**src/rtl/icu_mc_pkg.sv**
```systemverilog
// Shared definitions for the sigma-delta input control unit.
//   - per-channel input mode encodings
//   - Manchester decoder states
//   - lower bound on the input synchroniser depth
package sdfm_icu_pkg;

  typedef enum logic [1:0] {
    MODE_SDCLK_RISE = 2'b00,
    MODE_SDCLK_FALL = 2'b01,
    MODE_MANCH      = 2'b10,
    MODE_INTCLK     = 2'b11
  } icu_mode_e;

  typedef enum logic {
    HUNT = 1'b0,
    LOCK = 1'b1
  } manch_state_e;

  localparam int unsigned MIN_SYNC_STAGES = 2;

endpackage

```
**src/rtl/icu_mc_if.sv**
```systemverilog
// Pin/configuration/output bundle of the multi-channel input control unit.
//   DSDIN, SDCLK     : raw asynchronous modulator data/clock, one bit per channel
//   reg_inmode       : 2-bit mode per channel, channel i at [2i+1:2i]
//   reg_clkdiv       : DIV_W-bit divider / half-bit value per channel
//   err_clr          : one-cycle clear of err_manch per channel
//   sd_dsd/sd_strobe : sample bit and its one-cycle valid pulse
//   sd_clk_out       : generated modulator clock (internal-clock mode)
//   err_manch        : sticky Manchester loss-of-lock flag
interface icu_mc_if #(
  parameter int unsigned NCH   = 4,
  parameter int unsigned DIV_W = 4
) ();

  logic [NCH-1:0]       DSDIN;
  logic [NCH-1:0]       SDCLK;
  logic [2*NCH-1:0]     reg_inmode;
  logic [DIV_W*NCH-1:0] reg_clkdiv;
  logic [NCH-1:0]       err_clr;
  logic [NCH-1:0]       sd_dsd;
  logic [NCH-1:0]       sd_strobe;
  logic [NCH-1:0]       sd_clk_out;
  logic [NCH-1:0]       err_manch;

  modport slave (
    input  DSDIN, SDCLK, reg_inmode, reg_clkdiv, err_clr,
    output sd_dsd, sd_strobe, sd_clk_out, err_manch
  );

  modport master (
    output DSDIN, SDCLK, reg_inmode, reg_clkdiv, err_clr,
    input  sd_dsd, sd_strobe, sd_clk_out, err_manch
  );

endinterface

```
**src/rtl/icu_channel.sv**
```systemverilog
// One input control channel: synchronises DSDIN/SDCLK into clk and produces
// a one-cycle sample strobe with data in one of four modes
// (SDCLK rising, SDCLK falling, Manchester, internally generated clock).
//   clk, rst_n  : system clock, asynchronous active-low reset
//   dsdin, sdclk: raw asynchronous pins
//   mode, clkdiv: channel configuration
//   err_clr     : clear of the sticky Manchester error
//   sd_dsd, sd_strobe, sd_clk_out, err_manch : registered outputs
module icu_channel
  import sdfm_icu_pkg::*;
#(
  parameter int unsigned DIV_W       = 4,
  parameter int unsigned SYNC_STAGES = 2
) (
  input  logic             clk,
  input  logic             rst_n,
  input  logic             dsdin,
  input  logic             sdclk,
  input  logic [1:0]       mode,
  input  logic [DIV_W-1:0] clkdiv,
  input  logic             err_clr,
  output logic             sd_dsd,
  output logic             sd_strobe,
  output logic             sd_clk_out,
  output logic             err_manch
);

  localparam int unsigned NS = (SYNC_STAGES < MIN_SYNC_STAGES) ? MIN_SYNC_STAGES : SYNC_STAGES;
  // mcnt must hold the timeout 2.5*(2^DIV_W); CW adds one bit for mcnt+1 compares
  localparam int unsigned MW = DIV_W + 2;
  localparam int unsigned CW = DIV_W + 3;

  logic [NS-1:0]    dsd_sync_q, dsd_sync_d, clk_sync_q, clk_sync_d;
  logic             dsd_dly_q, dsd_dly_d, clk_dly_q, clk_dly_d;
  icu_mode_e        mode_q, mode_d, mode_in;
  manch_state_e     st_q, st_d;
  logic             pend_q, pend_d, pend_dat_q, pend_dat_d;
  logic [DIV_W-1:0] divcnt_q, divcnt_d;
  logic             clkgen_q, clkgen_d;
  logic [MW-1:0]    mcnt_q, mcnt_d, mcnt_sat;
  logic             sd_dsd_q, sd_dsd_d, sd_strobe_q, sd_strobe_d, err_q, err_d;
  logic             err_set;
  logic             dsd_s, clk_s, rise, fall, dedge;
  logic [CW-1:0]    half, thr, lim, mcnt_inc;

  assign dsd_s = dsd_sync_q[NS-1];
  assign clk_s = clk_sync_q[NS-1];
  assign rise  = clk_s & ~clk_dly_q;
  assign fall  = ~clk_s & clk_dly_q;
  assign dedge = dsd_s ^ dsd_dly_q;

  assign mode_in  = icu_mode_e'(mode);
  assign half     = CW'(clkdiv) + CW'(1);
  assign thr      = half + (half >> 1);
  assign lim      = (half << 1) + (half >> 1);
  assign mcnt_inc = CW'(mcnt_q) + CW'(1);
  assign mcnt_sat = (mcnt_q == '1) ? mcnt_q : mcnt_q + MW'(1);

  always_comb begin
    dsd_sync_d  = {dsd_sync_q[NS-2:0], dsdin};
    clk_sync_d  = {clk_sync_q[NS-2:0], sdclk};
    dsd_dly_d   = dsd_s;
    clk_dly_d   = clk_s;
    mode_d      = mode_in;
    st_d        = st_q;
    pend_d      = 1'b0;
    pend_dat_d  = pend_dat_q;
    divcnt_d    = divcnt_q;
    clkgen_d    = clkgen_q;
    mcnt_d      = mcnt_q;
    sd_dsd_d    = sd_dsd_q;
    sd_strobe_d = 1'b0;
    err_set     = 1'b0;

    if (mode_in != mode_q) begin
      divcnt_d = '0;
      mcnt_d   = '0;
      clkgen_d = 1'b0;
      st_d     = HUNT;
    end else begin
      case (mode_q)
        // SDCLK modes: the edge cycle captures data, the strobe follows one cycle later
        MODE_SDCLK_RISE, MODE_SDCLK_FALL: begin
          if (pend_q) begin
            sd_dsd_d    = pend_dat_q;
            sd_strobe_d = 1'b1;
          end
          if ((mode_q == MODE_SDCLK_RISE) ? rise : fall) begin
            pend_d     = 1'b1;
            pend_dat_d = dsd_dly_q;
          end
        end
        MODE_INTCLK: begin
          if (divcnt_q >= clkdiv) begin
            divcnt_d = '0;
            clkgen_d = ~clkgen_q;
            if (!clkgen_q) begin
              sd_dsd_d    = dsd_s;
              sd_strobe_d = 1'b1;
            end
          end else begin
            divcnt_d = divcnt_q + DIV_W'(1);
          end
        end
        MODE_MANCH: begin
          mcnt_d = mcnt_sat;
          case (st_q)
            HUNT: begin
              if (dedge) begin
                sd_dsd_d    = dsd_s;
                sd_strobe_d = 1'b1;
                mcnt_d      = '0;
                st_d        = LOCK;
              end
            end
            LOCK: begin
              // an edge at least 1.5 half-bits after the last one is a mid-bit edge
              if (dedge && (mcnt_inc >= thr)) begin
                sd_dsd_d    = dsd_s;
                sd_strobe_d = 1'b1;
                mcnt_d      = '0;
              end else if (mcnt_inc >= lim) begin
                err_set = 1'b1;
                st_d    = HUNT;
              end
            end
          endcase
        end
      endcase
    end

    err_d = err_set | (err_q & ~err_clr);
  end

  always_ff @(posedge clk or negedge rst_n) begin
    if (!rst_n) begin
      dsd_sync_q  <= '0;
      clk_sync_q  <= '0;
      dsd_dly_q   <= 1'b0;
      clk_dly_q   <= 1'b0;
      mode_q      <= MODE_SDCLK_RISE;
      st_q        <= HUNT;
      pend_q      <= 1'b0;
      pend_dat_q  <= 1'b0;
      divcnt_q    <= '0;
      clkgen_q    <= 1'b0;
      mcnt_q      <= '0;
      sd_dsd_q    <= 1'b0;
      sd_strobe_q <= 1'b0;
      err_q       <= 1'b0;
    end else begin
      dsd_sync_q  <= dsd_sync_d;
      clk_sync_q  <= clk_sync_d;
      dsd_dly_q   <= dsd_dly_d;
      clk_dly_q   <= clk_dly_d;
      mode_q      <= mode_d;
      st_q        <= st_d;
      pend_q      <= pend_d;
      pend_dat_q  <= pend_dat_d;
      divcnt_q    <= divcnt_d;
      clkgen_q    <= clkgen_d;
      mcnt_q      <= mcnt_d;
      sd_dsd_q    <= sd_dsd_d;
      sd_strobe_q <= sd_strobe_d;
      err_q       <= err_d;
    end
  end

  assign sd_dsd     = sd_dsd_q;
  assign sd_strobe  = sd_strobe_q;
  assign sd_clk_out = clkgen_q;
  assign err_manch  = err_q;

endmodule

```
**src/rtl/icu_mc.sv**
```systemverilog
// Multi-channel input control unit: NCH independent icu_channel instances,
// each fed from its slice of the packed configuration vectors.
//   SYSCLK, SYSRSTn : system clock, asynchronous active-low reset
//   bus             : pins, configuration and per-channel outputs
module icu_mc
  import sdfm_icu_pkg::*;
#(
  parameter int unsigned NCH         = 4,
  parameter int unsigned DIV_W       = 4,
  parameter int unsigned SYNC_STAGES = 2
) (
  input  logic     SYSCLK,
  input  logic     SYSRSTn,
  icu_mc_if.slave  bus
);

  logic [NCH-1:0] sd_dsd_w, sd_strobe_w, sd_clk_out_w, err_manch_w;

  for (genvar i = 0; i < NCH; i++) begin : g_ch
    icu_channel #(
      .DIV_W       (DIV_W),
      .SYNC_STAGES (SYNC_STAGES)
    ) u_ch (
      .clk        (SYSCLK),
      .rst_n      (SYSRSTn),
      .dsdin      (bus.DSDIN[i]),
      .sdclk      (bus.SDCLK[i]),
      .mode       (bus.reg_inmode[2*i +: 2]),
      .clkdiv     (bus.reg_clkdiv[DIV_W*i +: DIV_W]),
      .err_clr    (bus.err_clr[i]),
      .sd_dsd     (sd_dsd_w[i]),
      .sd_strobe  (sd_strobe_w[i]),
      .sd_clk_out (sd_clk_out_w[i]),
      .err_manch  (err_manch_w[i])
    );
  end

  assign bus.sd_dsd     = sd_dsd_w;
  assign bus.sd_strobe  = sd_strobe_w;
  assign bus.sd_clk_out = sd_clk_out_w;
  assign bus.err_manch  = err_manch_w;

endmodule

```
**src/flat_wrapper.sv**
```systemverilog
// flat-port wrapper written by rule: the top's interface ports become plain ports
module icu_mc_flat import sdfm_icu_pkg::*;
#(
  parameter int unsigned NCH         = 4,
  parameter int unsigned DIV_W       = 4,
  parameter int unsigned SYNC_STAGES = 2
)
  (SYSCLK, SYSRSTn, bus_DSDIN, bus_SDCLK, bus_reg_inmode, bus_reg_clkdiv, bus_err_clr, bus_sd_dsd, bus_sd_strobe, bus_sd_clk_out, bus_err_manch);
  icu_mc_if #(.NCH(NCH), .DIV_W(DIV_W)) bus_i ();
  input  logic SYSCLK;
  input  logic SYSRSTn;
  input wire logic [$bits(bus_i.DSDIN)-1:0] bus_DSDIN;
  input wire logic [$bits(bus_i.SDCLK)-1:0] bus_SDCLK;
  input wire logic [$bits(bus_i.reg_inmode)-1:0] bus_reg_inmode;
  input wire logic [$bits(bus_i.reg_clkdiv)-1:0] bus_reg_clkdiv;
  input wire logic [$bits(bus_i.err_clr)-1:0] bus_err_clr;
  output wire logic [$bits(bus_i.sd_dsd)-1:0] bus_sd_dsd;
  output wire logic [$bits(bus_i.sd_strobe)-1:0] bus_sd_strobe;
  output wire logic [$bits(bus_i.sd_clk_out)-1:0] bus_sd_clk_out;
  output wire logic [$bits(bus_i.err_manch)-1:0] bus_err_manch;
  assign bus_i.DSDIN = bus_DSDIN;
  assign bus_i.SDCLK = bus_SDCLK;
  assign bus_i.reg_inmode = bus_reg_inmode;
  assign bus_i.reg_clkdiv = bus_reg_clkdiv;
  assign bus_i.err_clr = bus_err_clr;
  assign bus_sd_dsd = bus_i.sd_dsd;
  assign bus_sd_strobe = bus_i.sd_strobe;
  assign bus_sd_clk_out = bus_i.sd_clk_out;
  assign bus_err_manch = bus_i.err_manch;
  icu_mc #(.NCH(NCH), .DIV_W(DIV_W), .SYNC_STAGES(SYNC_STAGES)) u_core (.SYSCLK(SYSCLK), .SYSRSTn(SYSRSTn), .bus(bus_i));
endmodule
```
**config.mk**
```make
export PLATFORM = sky130hd
export DESIGN_NAME = icu_mc_flat
export DESIGN_NICKNAME = d
export VERILOG_FILES = /design/src/rtl/icu_mc_pkg.sv /design/src/rtl/icu_mc_if.sv /design/src/rtl/icu_channel.sv /design/src/rtl/icu_mc.sv /design/src/flat_wrapper.sv
export SDC_FILE = /design/constraint.sdc
export NUM_CORES = 1
export LEC_CHECK = 0
export BUFFER_PORTS_ARGS = -buffer_cell sky130_fd_sc_hd__buf_2
export CAP_MARGIN = 10
export CELL_PAD_IN_SITES_DETAIL_PLACEMENT = 1
export CELL_PAD_IN_SITES_GLOBAL_PLACEMENT = 2
export CORE_MARGIN = 2
export CORE_UTILIZATION = 35
export CTS_CLUSTER_DIAMETER = 50
export DETAILED_ROUTE_END_ITERATION = 10
export MAX_ROUTING_LAYER = met4
export PLACE_DENSITY_LB_ADDON = 0.08
export SYNTH_ARGS = -nofsm -noshare
export SYNTH_HDL_FRONTEND = slang
export SYNTH_SLANG_ARGS = --single-unit
```
**constraint.sdc**
```tcl
create_clock -name SYSCLK -period 2.7 [get_ports SYSCLK]
set_clock_uncertainty 0.2 [all_clocks]
set_input_delay 0.135 -clock SYSCLK [delete_from_list [all_inputs] [get_ports SYSCLK]]
set_output_delay 0.135 -clock SYSCLK [all_outputs]
set_load 0.005 [all_outputs]
```
== After elaboration in Yosys (flattened, before gate mapping) ==
Cells that the tools add are included.

* $add $sub $neg: 24
* Order comparisons: 12
* Eq/ne operators: 40
* Multiplexer cells: 164
* Bitwise gates (word level): 44
* Reductions and logical operators: 36

{| class="wikitable"
|+ Operator list
! operator !! count
|-
| two-way mux 6 bit || 20
|-
| two-way mux 1 bit || 108
|-
| two-way mux 4 bit || 12
|-
| case mux 6 bit (2 select lines) || 4
|-
| adder 6 x 1 -> 7 bit, second input constant || 4
|-
| adder 6 x 4 -> 7 bit || 4
|-
| >= comparator 7 x 6 -> 1 bit || 4
|-
| >= comparator 7 bit || 4
|-
| adder 5 x 4 -> 6 bit || 4
|-
| adder 6 x 1 -> 6 bit, second input constant || 4
|-
| equality test 6 bit, second input constant || 4
|-
| inequality test 2 bit, second input constant || 12
|-
| inequality test 3 bit, second input constant || 8
|-
| NOT 1 bit || 24
|-
| case mux 1 bit (2 select lines) || 12
|-
| case mux 1 bit (3 select lines) || 8
|-
| AND reduction 6 bit || 4
|-
| nonzero test 2 bit || 12
|-
| adder 4 x 1 -> 5 bit, second input constant || 4
|-
| adder 4 x 1 -> 4 bit, second input constant || 4
|-
| equality test 2 bit, second input constant || 8
|-
| >= comparator 4 bit || 4
|-
| AND 1 bit || 12
|-
| AND reduction 3 bit || 4
|-
| 8 further kinds || 32
|}

* Register bits: 100
* Bits of input ports: 38
* Output and inout port bits: 16
* Word-level logic and storage cells: 376

== Depth between registers and ports, before layout ==
* Depth after elaboration: 9
* Depth in mapped cells: 15
* Mapped depth without buffers: 15

== Modules after synthesis ==
Synthesis repeated with hierarchy kept, for this count alone.

* Cell total of the unflattened synthesis: 763
* Area total of the unflattened synthesis: 7544.7 um2

{| class="wikitable"
|+ Modules (own cells, without submodules)
! module !! instances !! cells an instance !! area an instance (um2) !! seq. area each (um2)
|-
| icu_channel at u_core.g_ch[3].u_ch || 1 || 192 || 1891.8 || 625.6
|-
| icu_channel at u_core.g_ch[1].u_ch || 1 || 189 || 1886.8 || 625.6
|-
| icu_channel at u_core.g_ch[0].u_ch || 1 || 188 || 1885.6 || 625.6
|-
| icu_channel at u_core.g_ch[2].u_ch || 1 || 194 || 1880.6 || 625.6
|}

== Worst setup path before layout ==
Ideal clock, no wire load.

* Kind: input to register
* From: input bus_reg_clkdiv[8]
* To: register u_core.g_ch[2].u_ch.sd_dsd_q
* Library setup time: 0.125 ns
* Data arrival time: 3.156 ns
* Required time: 2.375 ns
* Path slack: -0.781 ns
* Cell stages on the path: 14
* Path through: ha_1 > buf_2 > xor2_1 > xnor2_1 > ha_1 > a2111o_1 > a21oi_1 > xor2_1 > ha_1 > a21o_1 > a211oi_2 > a31o_4 > a311oi_4 > mux2_4

* Cells in the longest elaborated chain, start to end: 6
* Elaborated cells on any way between the ends: 8
* Those cells by class: add/sub (2); order compare (2); eq/ne (2); reduce/logical (2)

{| class="wikitable"
|+ Ends and longest elaborated chain
! item !! line !! RTL
|-
| start, declared || flat_wrapper.sv:15 || <nowiki>input wire logic [$bits(bus_i.reg_clkdiv)-1:0] bus_reg_clkdiv;</nowiki>
|-
| adder 4 x 1 -> 5 bit || icu_channel.sv:53 || <nowiki>assign half = CW'(clkdiv) + CW'(1);</nowiki>
|-
| adder 5 x 4 -> 6 bit || icu_channel.sv:54 || <nowiki>assign thr = half + (half >> 1);</nowiki>
|-
| >= comparator 7 x 6 -> 1 bit || icu_channel.sv:118 || <nowiki>if (dedge && (mcnt_inc >= thr)) begin</nowiki>
|-
| logical AND 1 bit || icu_channel.sv:118 ||
|-
| inequality test 3 bit (no line) || -- ||
|-
| AND reduction 6 bit (no line) * || -- ||
|-
| end signal, assigned || icu_channel.sv:163 || <nowiki>sd_dsd_q <= sd_dsd_d;</nowiki>
|-
| end, declared || icu_channel.sv:41 || <nowiki>logic sd_dsd_q, sd_dsd_d, sd_strobe_q, sd_strobe_d, err_q, err_d;</nowiki>
|}

Every way passes the cells marked *; elsewhere a longest branch is shown, timed or not.
A chain may end at the register's enable or synchronous reset.

== Worst setup path after layout ==
* From: register u_core.g_ch[2].u_ch.mcnt_q[0]
* To: register u_core.g_ch[2].u_ch.sd_dsd_q

* Cells in the longest elaborated chain, start to end: 5

{| class="wikitable"
|+ Ends and longest elaborated chain
! item !! line !! RTL
|-
| start, declared || icu_channel.sv:40 || <nowiki>logic [MW-1:0] mcnt_q, mcnt_d, mcnt_sat;</nowiki>
|-
| start signal, assigned || icu_channel.sv:162 || <nowiki>mcnt_q <= mcnt_d;</nowiki>
|-
| adder 6 x 1 -> 7 bit || icu_channel.sv:56 || <nowiki>assign mcnt_inc = CW'(mcnt_q) + CW'(1);</nowiki>
|-
| >= comparator 7 x 6 -> 1 bit || icu_channel.sv:118 ||
|-
| logical AND 1 bit || icu_channel.sv:118 ||
|-
| inequality test 3 bit (no line) || -- ||
|-
| AND reduction 6 bit (no line) || -- ||
|}

No other way between the ends.

==> results.ini <==
[status]
status=finished, violations left
violations=negative setup slack

[synth]
netlist_area_um2=7610
synth_edf_count=0
ys_seq_area_share_pct=32.9
synth-seq-cells=100
synth_nets=967
yosysWarnings=0
avgSynthCellArea_um2=9.36
syn_inst=813
ys_async_sr_fraction_pct=100
synthFlopType=dfrtp_1
synth_cell_types=69

[grt]
grt_usage_pct=19.1
grt_pass1_vias=7264
grt_pass1_wl_um=34400
overflow=0
grt_max_degree=46
antenna_found_initial=0

[detailed_routing]
first_pass_iters=4
drcViolationCount=0
post_drt_via_cell_ratio=5.11
wl_um=20400
post_drt_wl_per_cell_um=15.7
drt_iter0_markers=144
vias=6620
drtAntennaViolNets=0

[pwr]
power_uw=4290
cellPowerDensity_nw_per_um2=406
p_leak_uw=0.00515
ir_drop_mv=0.305

[sta]
slew_headroom_pct=55.1
finalHoldViolations=0
max_slew.worst_pin.slew_ns=0.670
setup_viol=22
timing.final.ws_setup_ns=-0.281
fin_crit_ns=2.98
period_share_pct=110
slew_violations=0
hold_ws_ns=0.117
max_freq_mhz=336
rsz0062_at_grt=true

[floorplan]
start_util_pct=36.0
die_area_um2=22900
core_area_um2=21200
fp-row-count=53
die-width_um=151
ios=54
fp.dieH_um=151

[clocking]
cts_sinks=100
cts-root-buf=clkbuf_16
htreeDepth=3
clkSlewWorstSetupHoldPaths_ns=0.08
clkLatencyLatePin_ns=0.36
cts_buffers=9
cts_buffer_depth=2
cts_tree=built

[worst_setup_path]
critPathLaunchType=flip-flop
crit_type=reg2reg
crit_fanout=2
r2r_slack_ns=-0.28
arrival_ns=3.03
cp.required_ns=2.74
worstSetupEndpointType=flip-flop

[finish]
fin_area_um2=10600
area_delta_synth_final_pct=38.9
final_cells=1296
diodes=0
drive_gt1_share_pct=35.0
final_nets=1170
utilization_pct=49.9

[flow_run]
drv_cap=0

[placement]
hpwl_um=15800
gp_congestion=0.818
numPortBuffers=53
dp_cells=1235
place_area_um2=9270

[worst_hold_path]
hold_path.class=in2async

-- cell usage in the layout (no fill, tap or decap), drive strengths merged, types with 21 or more instances in the layout --
cell type    instances
dlygate4sd3         21
nand2               82
xor2                30
a21oi               52
buf                203
inv                 68
o21ai               35
a21o                25
dfrtp              100
xnor2               31
nor2                49
ha                 110
-- synth_stat cells, drive strengths merged (11+ instances only) --
library cell / count / share of area (%)
xor2: 30 / 3.6
xnor2: 31 / 3.7
dfrtp: 100 / 33
a21oi: 52 / 3.4
a31oi: 19 / 1.7
nor2: 49 / 2.4
nand2: 82 / 4.1
o21ai: 35 / 2.3
and3: 15 / 1.4
mux2: 11 / 1.7
nor2b: 13 / 1.1
nor3: 12 / 0.86
inv: 63 / 3.1
ha: 110 / 18
a21o: 25 / 2.5
nand3: 20 / 1.3
buf: 24 / 2.2
-- sequential cells by signal (all words and copies together) (netlist names), 8 cells and up --
| register | count |
|---|---|
| u_core.g_ch.u_ch.clk_sync_q | 8 |
| u_core.g_ch.u_ch.divcnt_q | 16 |
| u_core.g_ch.u_ch.mode_q | 8 |
| u_core.g_ch.u_ch.mcnt_q | 24 |
| u_core.g_ch.u_ch.dsd_sync_q | 8 |
-- final cells by class --
| type | count | area [um^2] |
|---|---|---|
| clock buffers | 9 | 225 |
| clock inverters | 7 | 73.8 |
| fillers | 2363 | 10600 |
| inverters | 63 | 246 |
| multi-input cells | 618 | 5410 |
| flip-flops and latches | 100 | 2500 |
| well taps | 275 | 344 |
| repair buffers | 224 | 1760 |
-- what timing repair did --
action	4_1_cts	5_1_grt
hold buffers	21	0
hold endpoints to repair	66	0
setup endpoints to repair	38	40
pin swaps	60	46
resized for setup	78	62
buffers inserted	17	11
-- where the power goes --
part / switching (uW) / internal, uW / total, uW
clock: 652 / 659 / 1310
sequential: 62.0 / 1570 / 1630
combinational: 654 / 692 / 1350
-- cells by family (layout without fill, tap and decap cells) --
kind of cell | count (synthesis) | after routing | synth area share (%)
XOR/XNOR | 61 | 61 | 7.22
adder cells (fa/ha/maj) | 116 | 116 | 19.7
multiplexers | 12 | 12 | 1.81
AO/OA/AOI/OAI | 192 | 192 | 17.4
flip-flops | 100 | 100 | 32.9
buffers and inverters | 95 | 303 | 5.67
AND/OR/NAND/NOR | 237 | 237 | 15.3
-- through the flow --
step,setup slack [ns],setup TNS [ns]
2_1_floorplan,-0.456,-4.32
3_3_place_gp,-0.558,-15.65
3_5_place_dp,-0.718,-19.21
4_1_cts,-0.271,-2.76
5_1_grt,-0.364,-6.25
6_report,-0.281,-2.40
-- layer usage --
layer | global-route usage (%) | vias up | wire [um]
met3 | 2.77 | 16 | 391
li1 | - | 3263 | -
met1 | 22.6 | 3283 | 8970
met4 | 3.27 | 0 | 182
met5 | - | - | 0
met2 | 34.8 | 58 | 10900
-- final timing paths --
kind	from	endpoint	cells after the start
max reg2reg	u_core.g_ch[2].u_ch.mcnt_q[0]	u_core.g_ch[2].u_ch.sd_dsd	10
max	u_core.g_ch[2].u_ch.mcnt_q[0]	u_core.g_ch[2].u_ch.sd_dsd	10
max in group asynchronous	SYSRSTn	u_core.g_ch[1].u_ch.divcnt_q[1]	3
min	SYSRSTn	u_core.g_ch[0].u_ch.mcnt_q[4]	2
min in group SYSCLK	u_core.g_ch[0].u_ch.clk_sync_q[0]	u_core.g_ch[0].u_ch.clk_sync_q[1]	0
min reg2reg	u_core.g_ch[0].u_ch.clk_sync_q[0]	u_core.g_ch[0].u_ch.clk_sync_q[1]	0
-- critical path: stages (launching register included) --
cell,delay [ns]
dfrtp_1,0.40
ha_1,0.21
and2b_1,0.17
or2_2,0.32
ha_4,0.28
nand2_1,0.06
o21ai_2,0.12
nand4_1,0.16
a31o_4,0.30
a311oi_4,0.33
mux2_4,0.32
(Power assumes the default switching activity.)
